==> src/rtl/fm6126_pkg.sv <==
// Shared FM6126A protocol definitions.
// Used by the config monitor and by the init sequencer so both ends agree on
// the shift-register width and the latch-length command encoding.
package fm6126_pkg;

  localparam int unsigned FM6126_CHIP_BITS  = 16;
  localparam int unsigned FM6126_REG1_LATCH = 12;
  localparam int unsigned FM6126_REG2_LATCH = 13;

  // Command decoded from the number of shift edges seen with latch high.
  typedef enum logic [1:0] {
    CMD_DATA    = 2'd0,
    CMD_REG1    = 2'd1,
    CMD_REG2    = 2'd2,
    CMD_UNKNOWN = 2'd3
  } cmd_code_t;

endpackage

==> src/rtl/fm6126_edge_sync.sv <==
// One-bit input register with a previous-value register and edge outputs.
// Ports:
//   clk, rst : clock and asynchronous active-high reset
//   d        : raw input pin
//   q        : registered input
//   rise     : q high while previous sample was low
//   fall     : q low while previous sample was high
module fm6126_edge_sync
  import fm6126_pkg::*;
(
  input  logic clk,
  input  logic rst,
  input  logic d,
  output logic q,
  output logic rise,
  output logic fall
);

  logic prev;

  always_ff @(posedge clk or posedge rst) begin
    if (rst) begin
      q    <= 1'b0;
      prev <= 1'b0;
    end else begin
      q    <= d;
      prev <= q;
    end
  end

  assign rise = q & ~prev;
  assign fall = ~q & prev;

endmodule

==> src/rtl/fm6126_cfg_monitor.sv <==
// FM6126A configuration monitor: panel-side decoder of the init sequencer's
// shift clock / RGB / latch lines. Captures REG1/REG2 writes, flags data-line
// disagreement and reports every completed latch command.
// Ports:
//   clk_in, reset          : system clock, asynchronous active-high reset
//   mask_en                : init window; decoding only while high
//   shift_clk_in           : panel shift clock (sampled in clk_in domain)
//   rgb1_in, rgb2_in       : upper/lower RGB data lines
//   latch_in               : panel latch line
//   reg1_value, reg2_value : last decoded register values
//   reg1_valid, reg2_valid : sticky, set by first write of each register
//   cmd_strobe, cmd_code   : one-cycle pulse and code of a completed command
//   err_mismatch           : sticky, data lines disagreed on a shift edge
module fm6126_cfg_monitor
  import fm6126_pkg::*;
#(
  parameter int unsigned CHIP_BITS   = FM6126_CHIP_BITS,
  parameter int unsigned REG1_LATCH  = FM6126_REG1_LATCH,
  parameter int unsigned REG2_LATCH  = FM6126_REG2_LATCH,
  parameter int unsigned LATCH_CNT_W = 5
) (
  input  logic                 clk_in,
  input  logic                 reset,
  input  logic                 mask_en,
  input  logic                 shift_clk_in,
  input  logic [2:0]           rgb1_in,
  input  logic [2:0]           rgb2_in,
  input  logic                 latch_in,
  output logic [CHIP_BITS-1:0] reg1_value,
  output logic [CHIP_BITS-1:0] reg2_value,
  output logic                 reg1_valid,
  output logic                 reg2_valid,
  output logic                 cmd_strobe,
  output logic [1:0]           cmd_code,
  output logic                 err_mismatch
);

  typedef enum logic [1:0] {
    ST_IDLE    = 2'd0,
    ST_SHIFT   = 2'd1,
    ST_LATCHED = 2'd2
  } mon_state_t;

  mon_state_t             state, next_state;
  logic                   s_shift, shift_rise, shift_fall_unused;
  logic                   s_latch, latch_rise_unused, latch_fall;
  logic [2:0]             s_rgb1, s_rgb2;
  logic [CHIP_BITS-1:0]   sr, sr_next;
  logic [LATCH_CNT_W-1:0] cnt, cnt_next;
  logic                   shift_ev, fall_ev, lines_bad;
  cmd_code_t              dec_code;
  logic                   s_shift_unused;

  fm6126_edge_sync u_shift_sync (
    .clk  (clk_in),
    .rst  (reset),
    .d    (shift_clk_in),
    .q    (s_shift),
    .rise (shift_rise),
    .fall (shift_fall_unused)
  );

  fm6126_edge_sync u_latch_sync (
    .clk  (clk_in),
    .rst  (reset),
    .d    (latch_in),
    .q    (s_latch),
    .rise (latch_rise_unused),
    .fall (latch_fall)
  );

  assign s_shift_unused = s_shift;

  // RGB lines share the same single register stage so data lines up with s_shift.
  always_ff @(posedge clk_in or posedge reset) begin
    if (reset) begin
      s_rgb1 <= '0;
      s_rgb2 <= '0;
    end else begin
      s_rgb1 <= rgb1_in;
      s_rgb2 <= rgb2_in;
    end
  end

  always_comb begin
    shift_ev   = mask_en & shift_rise;
    fall_ev    = mask_en & latch_fall;
    lines_bad  = ({s_rgb1, s_rgb2} != 6'b000000) && ({s_rgb1, s_rgb2} != 6'b111111);
    sr_next    = sr;
    cnt_next   = cnt;
    next_state = state;

    // The edge is folded into sr_next before decode, so a shift edge coinciding
    // with latch fall is captured in the register value (uncounted, latch low).
    if (!mask_en) begin
      sr_next  = '0;
      cnt_next = '0;
    end else begin
      if (shift_ev) begin
        sr_next = {sr[CHIP_BITS-2:0], s_rgb1[0]};
        if (s_latch && (cnt != '1)) cnt_next = cnt + LATCH_CNT_W'(1);
      end
      if (fall_ev) cnt_next = '0;
    end

    if (cnt <= LATCH_CNT_W'(3))                dec_code = CMD_DATA;
    else if (cnt == LATCH_CNT_W'(REG1_LATCH))  dec_code = CMD_REG1;
    else if (cnt == LATCH_CNT_W'(REG2_LATCH))  dec_code = CMD_REG2;
    else                                       dec_code = CMD_UNKNOWN;

    case (state)
      ST_IDLE:    if (shift_ev) next_state = ST_SHIFT;
      ST_SHIFT:   if (shift_ev && s_latch) next_state = ST_LATCHED;
      ST_LATCHED: if (fall_ev) next_state = ST_SHIFT;
      default:    next_state = ST_IDLE;
    endcase
    if (!mask_en) next_state = ST_IDLE;
  end

  always_ff @(posedge clk_in or posedge reset) begin
    if (reset) begin
      state        <= ST_IDLE;
      sr           <= '0;
      cnt          <= '0;
      reg1_value   <= '0;
      reg2_value   <= '0;
      reg1_valid   <= 1'b0;
      reg2_valid   <= 1'b0;
      cmd_strobe   <= 1'b0;
      cmd_code     <= '0;
      err_mismatch <= 1'b0;
    end else begin
      state      <= next_state;
      sr         <= sr_next;
      cnt        <= cnt_next;
      cmd_strobe <= fall_ev;
      if (shift_ev && lines_bad) err_mismatch <= 1'b1;
      if (fall_ev) begin
        cmd_code <= dec_code;
        if (dec_code == CMD_REG1) begin
          reg1_value <= sr_next;
          reg1_valid <= 1'b1;
        end
        if (dec_code == CMD_REG2) begin
          reg2_value <= sr_next;
          reg2_valid <= 1'b1;
        end
      end
    end
  end

endmodule
==> config.mk <==
export PLATFORM = sky130hd
export DESIGN_NAME = fm6126_cfg_monitor
export DESIGN_NICKNAME = d
export VERILOG_FILES = /design/src/rtl/fm6126_pkg.sv /design/src/rtl/fm6126_edge_sync.sv /design/src/rtl/fm6126_cfg_monitor.sv
export SDC_FILE = /design/constraint.sdc
export NUM_CORES = 1
export LEC_CHECK = 0
export ABC_AREA = 1
export CORE_MARGIN = 1.5
export CORE_UTILIZATION = 56
export CTS_CLUSTER_SIZE = 8
export DETAILED_ROUTE_END_ITERATION = 10
export HOLD_SLACK_MARGIN = 0.02
export PLACE_DENSITY_LB_ADDON = 0.12
export RECOVER_POWER = 100
export REMOVE_ABC_BUFFERS = 1
export SKIP_CTS_REPAIR_TIMING = 1
export SLEW_MARGIN = 25
export SYNTH_ARGS = -nofsm -noshare
export SYNTH_HDL_FRONTEND = slang
export SYNTH_SLANG_ARGS = --single-unit
==> constraint.sdc <==
create_clock -name clk_in -period 4 [get_ports clk_in]
set_clock_uncertainty 0.15 [all_clocks]
set_input_delay 0.6 -clock clk_in [delete_from_list [all_inputs] [get_ports clk_in]]
set_output_delay 0.6 -clock clk_in [all_outputs]
set_load 0.005 [all_outputs]
==> results of run 1 <==
-- per-layer routing --
metal	part of all wire (%)	vias to the layer above	global-route usage [%]
met4	2.4	0	10.9
met2	44	61	33.6
met3	4.9	13	3.97
li1	-	1086	-
met5	0	-	0
met1	48	1031	33.7
-- sequential cells by signal (all words and copies together) (netlist names), 2 cells and up --
register,flops
s_rgb1,3
reg2_value,16
cnt,5
cmd_code,2
reg1_value,16
sr,16
s_rgb2,3
-- Yosys cell counts, drive strengths merged --
cell	count
a21oi	1
o21ai	3
buf	9
nand4	1
clkbuf	1
nor2	24
nand3	42
dfrtp	69
inv	18
ha	4
or2	2
nand2	138
-- placed cells by master (no fill, tap or decap), types with 4 or more instances in the layout --
cell type / count
nand2_2: 4
inv_1: 15
nor2_1: 21
ha_1: 4
clkbuf_8: 11
dfrtp_1: 69
nand3_1: 39
nand2_1: 132
dlygate4sd3_1: 48
-- where the power goes --
| part | internal (mW) | leakage [nW] | total (mW) | switching [mW] |
|---|---|---|---|---|
| clock | 0.383 | 0.116 | 0.633 | 0.249 |
| combinational | 0.0169 | 0.966 | 0.0552 | 0.0382 |
| sequential | 0.706 | 0.934 | 0.713 | 0.00731 |
| total | 1.11 | 2.02 | 1.40 | 0.295 |
-- kinds of logic after synthesis --
group,after synthesis,share of synthesized area [%]
DFF,69,59.0
and+or+nand+nor,207,33.8
AOI/OAI and AO/OA,4,0.684
buffers and inverters,28,4.83
adders and majority gates,4,1.71
-- critical path, stage by stage --
cell           delay, ns
dlygate4sd3_1       0.93
nand3_4             0.17
nor2_1              0.91
nand2_1             0.13
nand2_1             0.11
-- stage by stage --
stage          setup WS, ns  hold WS (ns)  cells  utilization (%)
6_report               1.25         0.295    438             70.7
5_1_grt               0.918         0.307    438             70.7
4_1_cts                1.86         0.300    438             72.1
2_1_floorplan          1.51         0.260    302                -
3_3_place_gp           1.57         0.272    422             67.7
3_5_place_dp           1.51         0.281    422             67.7
-- worst max-delay path by stage --
stage,endpoint,cells after the start
2_1_floorplan,cmd_code[0],1
3_3_place_gp,reg2_value[12],6
3_5_place_dp,cnt[1],5
4_1_cts,cnt[1],5
5_1_grt,sr[12],3
6_report,reg2_value[7],5
-- layout make-up --
| cell class | instances | area [sq um] |
|---|---|---|
| sequential | 69 | 1730 |
| fill | 429 | 1490 |
| multi-input combinational | 215 | 991 |
| timing repair buffer | 50 | 489 |
| clock buffer | 12 | 155 |
| tap | 70 | 87.6 |
| clock inverter | 4 | 70.1 |
| inverter | 18 | 67.6 |
==> impl_results.md, run 1 <==
- Final critical-path share of the clock period: between 60% and 70%
- Insertion delay to the later sink of the worst-skew pair: between 0.3 and 0.4 ns
- Hold Path Sink: u_shift_sync.prev
- Syn. warnings: 0
- Reg clk slew, reported paths: 0.07 ns
- Crit Path Category: in2reg
- Top post-synthesis cells by area: dfrtp_1 59%, nand2_1 16%, nand3_1 6.7%
- Worst VDD drop: around 280 uV
- Initial Utilization: 57.7%
- Tot GR Track Use: 23.0%
- Port Buffer Count: 48
- Synth Register Bits: 69
- Minimum setup slack among reg-to-reg paths: ~1.5 ns
- Grt ovf: 0
- Status: completed
- Crit Path Max Fanout: 17
- Worst slew margin: between 20% and 30%
- R2R Path End: reg2_value[7]
- Critical Path Sink Type: flop
- WP data required: approximately 4 ns
- Layout cells sized above 1: between 8 and 9%
- Static leakage: ~2 nW
- CTS tree: done
- Row count: 26
- Post-DR vias/cell: roughly 5
- Mapped Cells: 312
- Avg Inst Size Synth: 9.38 sq um
- Synth top area share: between 50% and 60%
- Cell taking the most area after synthesis: dfrtp_1
- Max Fclk: 364 MHz
- Routed via count: ~2.2k
- Placed Area: around 3400 sq um
- Inserted Diodes: 0
- I/O pin count: 49
- CP startpoint kind: input port
- Root Driver: clkbuf_8
- DR DRC count: 0
- Initial DRC count: 171
- Final Slew Violations: 0
- Final setup violation count: 0
- Critical path origin: mask_en
- HPWL Detailed: 3.62 mm
- Inserted Clock Buffers: 9
- Nets: between 300 and 400
- Die Ht: around 75 um
- Design area: ~3600 sq um
- Remaining antenna violation count: 0
- Cell variety after synth: 21
- Routed len/inst: around 13 um
- Fin. Hold Viols: 0
- Hold Crit Start: u_shift_sync.q
- Area grow syn2layout: 22.6%
- R2R depth: 7
- Reg2reg start: cnt[0]
- Max cap viols: 0
- RSZ-0062 raised after global routing: no
- Power Density: approximately 390 nW/um^2
- Vias in the first global route: between 2k and 2.5k
- CTS max path bufs: 2
- Clock sinks: 69
- Die X: approximately 75 um
- Total Power: 1.40 mW
- Initial antenna violation count: 0
- Htree depth: 3
- Worst slew pin tran: roughly 1.2 ns
- Crit path time final: 2.75 ns
- Largest net degree at the start of global routing: 44
- Setup TNS: 0 ns
- Core region area: between 5000 and 6000 sq um
- WL final: between 5 and 6 mm
- First-pass GRT wire length: just under 10 mm
- Hold Path Class: reg2reg
- Initial DRT Pass Iterations: 4
- Arr. time, crit path: about 2.9 ns
- Hold Path Stages: 0
- Post-synthesis sequential area ratio: between 50% and 60%
- Syn Std Cell Area: 2930 sq um
- RePlAce Congestion: 0.873
- Die ar.: ~5700 sq um
No activity file was read; power rests on OpenSTA's default activity.
==> run 2: changes to the inputs <==
--- a/config.mk
+++ b/config.mk
@@ -7,7 +7,7 @@
 export LEC_CHECK = 0
 export ABC_AREA = 1
 export CORE_MARGIN = 1.5
-export CORE_UTILIZATION = 56
+export CORE_UTILIZATION = 52
 export CTS_CLUSTER_SIZE = 8
 export DETAILED_ROUTE_END_ITERATION = 10
 export HOLD_SLACK_MARGIN = 0.02
==> constraint.sdc (replaced) <==
create_clock -name clk_in -period 2.7 [get_ports clk_in]
set_clock_uncertainty 0.15 [all_clocks]
set_input_delay 0.405 -clock clk_in [delete_from_list [all_inputs] [get_ports clk_in]]
set_output_delay 0.405 -clock clk_in [all_outputs]
set_load 0.005 [all_outputs]
==> run 2 against run 1 <==
  * Sequential share of layout area decreased by 0.12 points
  * Clock power up 39%
  * Global-route usage is 1.0 points lower
  * Non-clock buffer count is 1 higher
  * Highest routed layer unchanged
  * First-iteration DRC count up 5.3%
  * Final cell count rose by 0.46%
  * Via count is 0.87% lower
  * Critical path depth grew 2
==> impl_results.md, run 2 (synthesized netlist as in run 1, its figures left out) <==
- Worst slew pin tran: 1.10 ns (-0.0582 ns)
- Pre-CTS setup slack: 0.597 ns (-0.913 ns)
- I/O pin count: 49 (unchanged)
- WP data required: 2.81 ns (-1.31 ns)
- Area occupied by registers: 1730 sq um (unchanged)
- Inserted Clock Buffers: 9 (unchanged)
- Initial antenna violation count: 0 (unchanged)
- Crit Path Max Fanout: 17 (unchanged)
- Commonest cells after routing, fill and taps aside: 132 x nand2_1, 69 x dfrtp_1, 48 x dlygate4sd3_1
- Final setup violation count: 0 (unchanged)
- Port Buffer Count: 48 (unchanged)
- Design area: 3600 sq um (+0.24%)
- DR DRC count: 0 (unchanged)
- Routed len/inst: 12.9 um (+1.6%)
- CTS max path bufs: 2 (unchanged)
- Remaining antenna violation count: 0 (unchanged)
- Static leakage: 2.02 nW (about the same)
- Power Density: 561 nW/um^2 (+44%)
- WL final: 5.69 mm (+2.1%)
- Total Power: 2.02 mW (+44%)
- Tot GR Track Use: 22.0% (-1.0 points)
- Area of the multi-input gates: 993 sq um (+0.25%)
- Core region area: 5470 sq um (+7.8%)
- Final critical-path share of the clock period: around 80%
- Die Ht: 78.0 um (+3.6%)
- Cell Chain, Critical Path: inv_1 > ha_1 > nor2_2 > nand2_4 > nor2_2 > nand2_1 > nand2_1
- CP max stage cell: nor2_2
- Post-layout util: 65.7% (-5.0 points)
- Final Slew Violations: 0 (unchanged)
- Initial DRC count: 180 (+5.3%)
- Setup TNS: 0 ns (unchanged)
- Reg2reg start: cnt[0]
- Crit path time final: around 2.2 ns
- Root Driver: clkbuf_8
- Post-Layout Cell Count: 440 (+0.46%)
- Initial Utilization: 53.5% (-4.2 points)
- Commonest non-fill, non-tap cell in the layout: nand2_1
- CP startpoint kind: flop
- WHS: 0.301 ns (+0.00562 ns)
- Routed via count: 2172 (-0.87%)
- Layout cells sized above 1: 8.70% (+0.27 points)
- Row count: 27 (+3.8%)
- Die ar.: 6090 sq um (+7.4%)
- Max cap viols: 0 (unchanged)
- Clock sinks: 69 (unchanged)
- Hold Path Class: reg2reg
- Hold Crit Start: u_shift_sync.q
- Area grow syn2layout: 22.9%
- Die X: 78.0 um (+3.6%)
- DP Cell Count: 425 (+0.71%)
- Max Fclk: ~460 MHz
- RSZ-0062 raised after global routing: no
- Critical Path Sink Type: flop
- Initial DRT Pass Iterations: 4 (unchanged)
- RePlAce Congestion: 0.752 (-14%)
- HPWL Detailed: 3.71 mm (+2.5%)
- CTS tree: done
- Vias in the first global route: 2177 (+5.4%)
- Fin. Hold Viols: 0 (unchanged)
- Reg clk slew, reported paths: 0.07 ns (about the same)
- Crit path largest cell delay: 0.57 ns (-0.36 ns)
- Grt ovf: 0 (unchanged)
- Worst slew margin: 26.1% (+3.9 points)
- Status: completed
- First-pass GRT wire length: 10.3 mm (+6.3%)
- Placed Area: 3460 sq um (+0.66%)
- Arr. time, crit path: 2.28 ns (-0.59 ns)
- Htree depth: 3 (unchanged)
- Post-DR vias/cell: 4.94 (-1.3%)
- Insertion delay to the later sink of the worst-skew pair: 0.33 ns (about the same)
- Largest net degree at the start of global routing: 30 (-32%)
- Inserted Diodes: 0 (unchanged)
- Setup WS post-layout: 0.530 ns (-0.721 ns)
- Nets: 379 (+0.26%)
- Crit Path Category: reg2reg
- Critical path origin: cnt[0]
- Largest regs: reg1_value: 16 flops, reg2_value: 16 flops, sr: 16 flops
- Worst VDD drop: 311 uV (+12%)
- Layout filler cell count: 462 (+7.7%)
-- run 2: changes by cell type in the layout (fill, tap and decap cells not counted) --
cell,previous run,this run
clkinv_2,2,1
clkinv_4,0,1
clkbuf_8,11,9
buf_4,0,1
nor2_2,2,3
nor2_1,21,20
buf_12,0,1
-- run 2: critical path, delay by kind of cell, from the launching register on --
kind / cells / cell delay [ns]
simple gates: 5 / 1.13
buf+inv: 1 / 0.08
flops: 1 / 0.45
fa+ha+maj: 1 / 0.30
-- run 2: worst paths after layout --
kind / endpoint / slack (ns) / cells past startpoint
max in group asynchronous: cnt[1] / 0.83 / 3
hold reg to reg: u_shift_sync.prev / 0.30 / 0
hold / removal: u_shift_sync.prev / 0.30 / 0
min in group asynchronous: sr[12] / 0.58 / 2
setup reg to reg: reg2_value[13] / 0.53 / 7
setup / recovery: reg2_value[13] / 0.53 / 7
-- run 2: area by class of cell --
cell class,count,share of cell area (%)
sequential,69,48.0
multi-input combinational,215,27.6
timing repair buffer,51,14.3
clock buffer,11,3.65
tap,72,2.51
clock inverter,4,2.05
inverter,18,1.88
-- run 2: report_power, final --
part	total, mW	internal [mW]	switching [mW]
sequential	1.06	1.05	0.0104
combinational	0.0859	0.0286	0.0573
clock	0.877	0.516	0.360
total	2.02	1.59	0.428
-- run 2: layer usage --
metal | vias up | share of wire [%] | global-route usage, % | routed length, um
li1 | 1076 | - | - | -
met2 | 51 | 46 | 33.7 | 2640
met4 | 0 | 0.90 | 9.46 | 51
met5 | - | 0 | 0 | 0
met1 | 1041 | 48 | 30.6 | 2750
met3 | 4 | 4.4 | 4.42 | 248
==> run 3: changes to the inputs <==
==> constraint.sdc (replaced) <==
create_clock -name clk_in -period 2 [get_ports clk_in]
set_clock_uncertainty 0.15 [all_clocks]
set_input_delay 0.3 -clock clk_in [delete_from_list [all_inputs] [get_ports clk_in]]
set_output_delay 0.3 -clock clk_in [all_outputs]
set_load 0.005 [all_outputs]
==> run 3 against run 2 <==
  * Register-to-register slack got worse by 0.35 ns
  * Largest cell class unchanged
  * Clock power increased by 74%
  * First-iteration DRC count decreased by 23%
  * Sequential power increased by 35%
  * Combinational power increased by 37%
  * Critical endpoint is now reg2_value[7]
  * Utilization increased by 1.7 points
  * Die area unchanged
  * Sequential cell count unchanged
  * Sequential share of layout area decreased by 1.2 points
==> impl_results.md, run 3 (synthesized netlist as in run 1, its figures left out) <==
- Remaining antenna violation count: 0 (unchanged)
- Routed len/inst: 13.0 um (+0.49%)
- Die ar.: 6090 sq um (unchanged)
- Static leakage: 2.07 nW (+2.9%)
- RePlAce Congestion: 0.864 (+15%)
- Routed via count: 2158 (-0.64%)
- I/O pin count: 49 (unchanged)
- Placed Area: 3470 sq um (+0.43%)
- Worst VDD drop: 457 uV (+47%)
- Max cap viols: 0 (unchanged)
- Final setup violation count: 0 (unchanged)
- Largest net degree at the start of global routing: 70 (+130%)
- DR DRC count: 0 (unchanged)
- Clock sinks: 69 (unchanged)
- Arr. time, crit path: 1.95 ns (-0.33 ns)
- Fin. Hold Viols: 0 (unchanged)
- Grt ovf: 0 (unchanged)
- Design area: 3690 sq um (+2.6%)
- Setup WS post-layout: 0.176 ns (-0.355 ns)
- Pre-CTS setup slack: -0.00468 ns (-0.602 ns)
- Initial antenna violation count: 0 (unchanged)
- Core region area: 5470 sq um (unchanged)
- Worst slew pin tran: 0.902 ns (-0.203 ns)
- Hold Path Class: reg2reg
- Nets: 381 (+0.53%)
- Critical Path Sink Type: flop
- Commonest cells after routing, fill and taps aside: 133 x nand2_1, 69 x dfrtp_1, 48 x dlygate4sd3_1
- Htree depth: 3 (unchanged)
- Port Buffer Count: 48 (unchanged)
- Inserted Clock Buffers: 9 (unchanged)
- Post-DR vias/cell: 4.87 (-1.3%)
- Power Density: 833 nW/um^2 (+48%)
- Worst slew margin: 39.9% (+14 points)
- Tot GR Track Use: 21.2% (-0.77 points)
- Insertion delay to the later sink of the worst-skew pair: 0.34 ns (about the same)
- Inserted Diodes: 0 (unchanged)
- Layout cells sized above 1: 10.2% (+1.5 points)
- Status: completed
- Reg clk slew, reported paths: 0.08 ns (about the same)
- Post-Layout Cell Count: 443 (+0.68%)
- Area grow syn2layout: 26.1%
- HPWL Detailed: 3.64 mm (-2.0%)
- Die X: 78.0 um (unchanged)
- Crit path time final: 1.82 ns (-0.345 ns)
- Root Driver: clkbuf_8
- Initial Utilization: 53.5% (unchanged)
- Post-layout util: 67.4% (+1.7 points)
- Crit Path Max Fanout: 17 (unchanged)
- Vias in the first global route: 2075 (-4.7%)
- Final Slew Violations: 0 (unchanged)
- Layout filler cell count: 454 (-1.7%)
- RSZ-0062 raised after global routing: no
- CTS max path bufs: 2 (unchanged)
- Commonest non-fill, non-tap cell in the layout: nand2_1
- First-pass GRT wire length: 9.93 mm (-3.5%)
- Crit Path Category: reg2reg
- CTS tree: done
- Largest regs: reg1_value: 16 flops, reg2_value: 16 flops, sr: 16 flops
- Final critical-path share of the clock period: 91.2% (+11 points)
- Max Fclk: 548 MHz (+19%)
- DP Cell Count: 427 (+0.47%)
- WL final: 5.76 mm (+1.2%)
- Setup TNS: 0 ns (unchanged)
- Initial DRT Pass Iterations: 4 (unchanged)
- Die Ht: 78.0 um (unchanged)
- CP startpoint kind: flop
- Row count: 27 (unchanged)
- Initial DRC count: 138 (-23%)
- WP data required: 2.13 ns (-0.68 ns)
[run 3: changes by cell type in the layout (fill, tap and decap cells not counted), moves of 2 or more]
cell / delta
nor2_1: -3
o21ai_1: +3
o21ai_0: -3
nor2_4: +2
bufinv_16: +2
[run 3: worst max-delay path, stage by stage, from the launching register on]
cell	delay (ns)
dfrtp_1	0.45
inv_1	0.08
ha_1	0.30
nor2_2	0.26
nand2_4	0.10
nor2_8	0.24
nand2_1	0.10
nand2_1	0.08
[run 3: layout make-up]
cell class                      instances  area (sq um)  share of cell area [%]
Sequential cell                        69          1730                    46.8
Multi-Input combinational cell        215          1020                    27.7
Timing Repair Buffer                   53           512                    13.9
Clock buffer                           10           138                    3.73
Clock inverter                          6           134                    3.63
Tap cell                               72          90.1                    2.44
Inverter                               18          67.6                    1.83
[run 3: final timing paths]
check                                         end  slack (ns)           start  cells past startpoint
worst min register to register  u_shift_sync.prev        0.29  u_shift_sync.q                      0
worst max register to register      reg2_value[7]        0.18          cnt[0]                      7
worst max-delay path                reg2_value[7]        0.18          cnt[0]                      7
worst min-delay path            u_shift_sync.prev        0.29  u_shift_sync.q                      0
min in group asynchronous                  cnt[1]        0.56           reset                      3
max in group asynchronous          reg2_value[10]        0.55           reset                      3
[run 3: routing by layer]
| layer | vias to the layer above | GRT usage [%] | part of all wire [%] |
|---|---|---|---|
| met5 | - | 0 | 0 |
| met2 | 49 | 31.5 | 46 |
| met3 | 4 | 5.58 | 3.8 |
| met1 | 1021 | 30.6 | 49 |
| li1 | 1084 | - | - |
| met4 | 0 | 6.79 | 0.80 |
[run 3: metrics by stage]
step                total power, mW  hold WS [ns]
floorplan                      1.52         0.181
global placement               1.58         0.272
detailed placement             1.59         0.279
CTS                            3.10         0.223
global route                   3.18         0.309
finish                         3.07         0.293
[run 3: power breakdown]
part	total [mW]	internal (mW)	leakage [nW]	switching, mW
logic	0.118	0.0386	1.00	0.0792
clock network	1.53	0.989	0.136	0.541
registers	1.43	1.41	0.934	0.0148
total	3.07	2.44	2.07	0.635
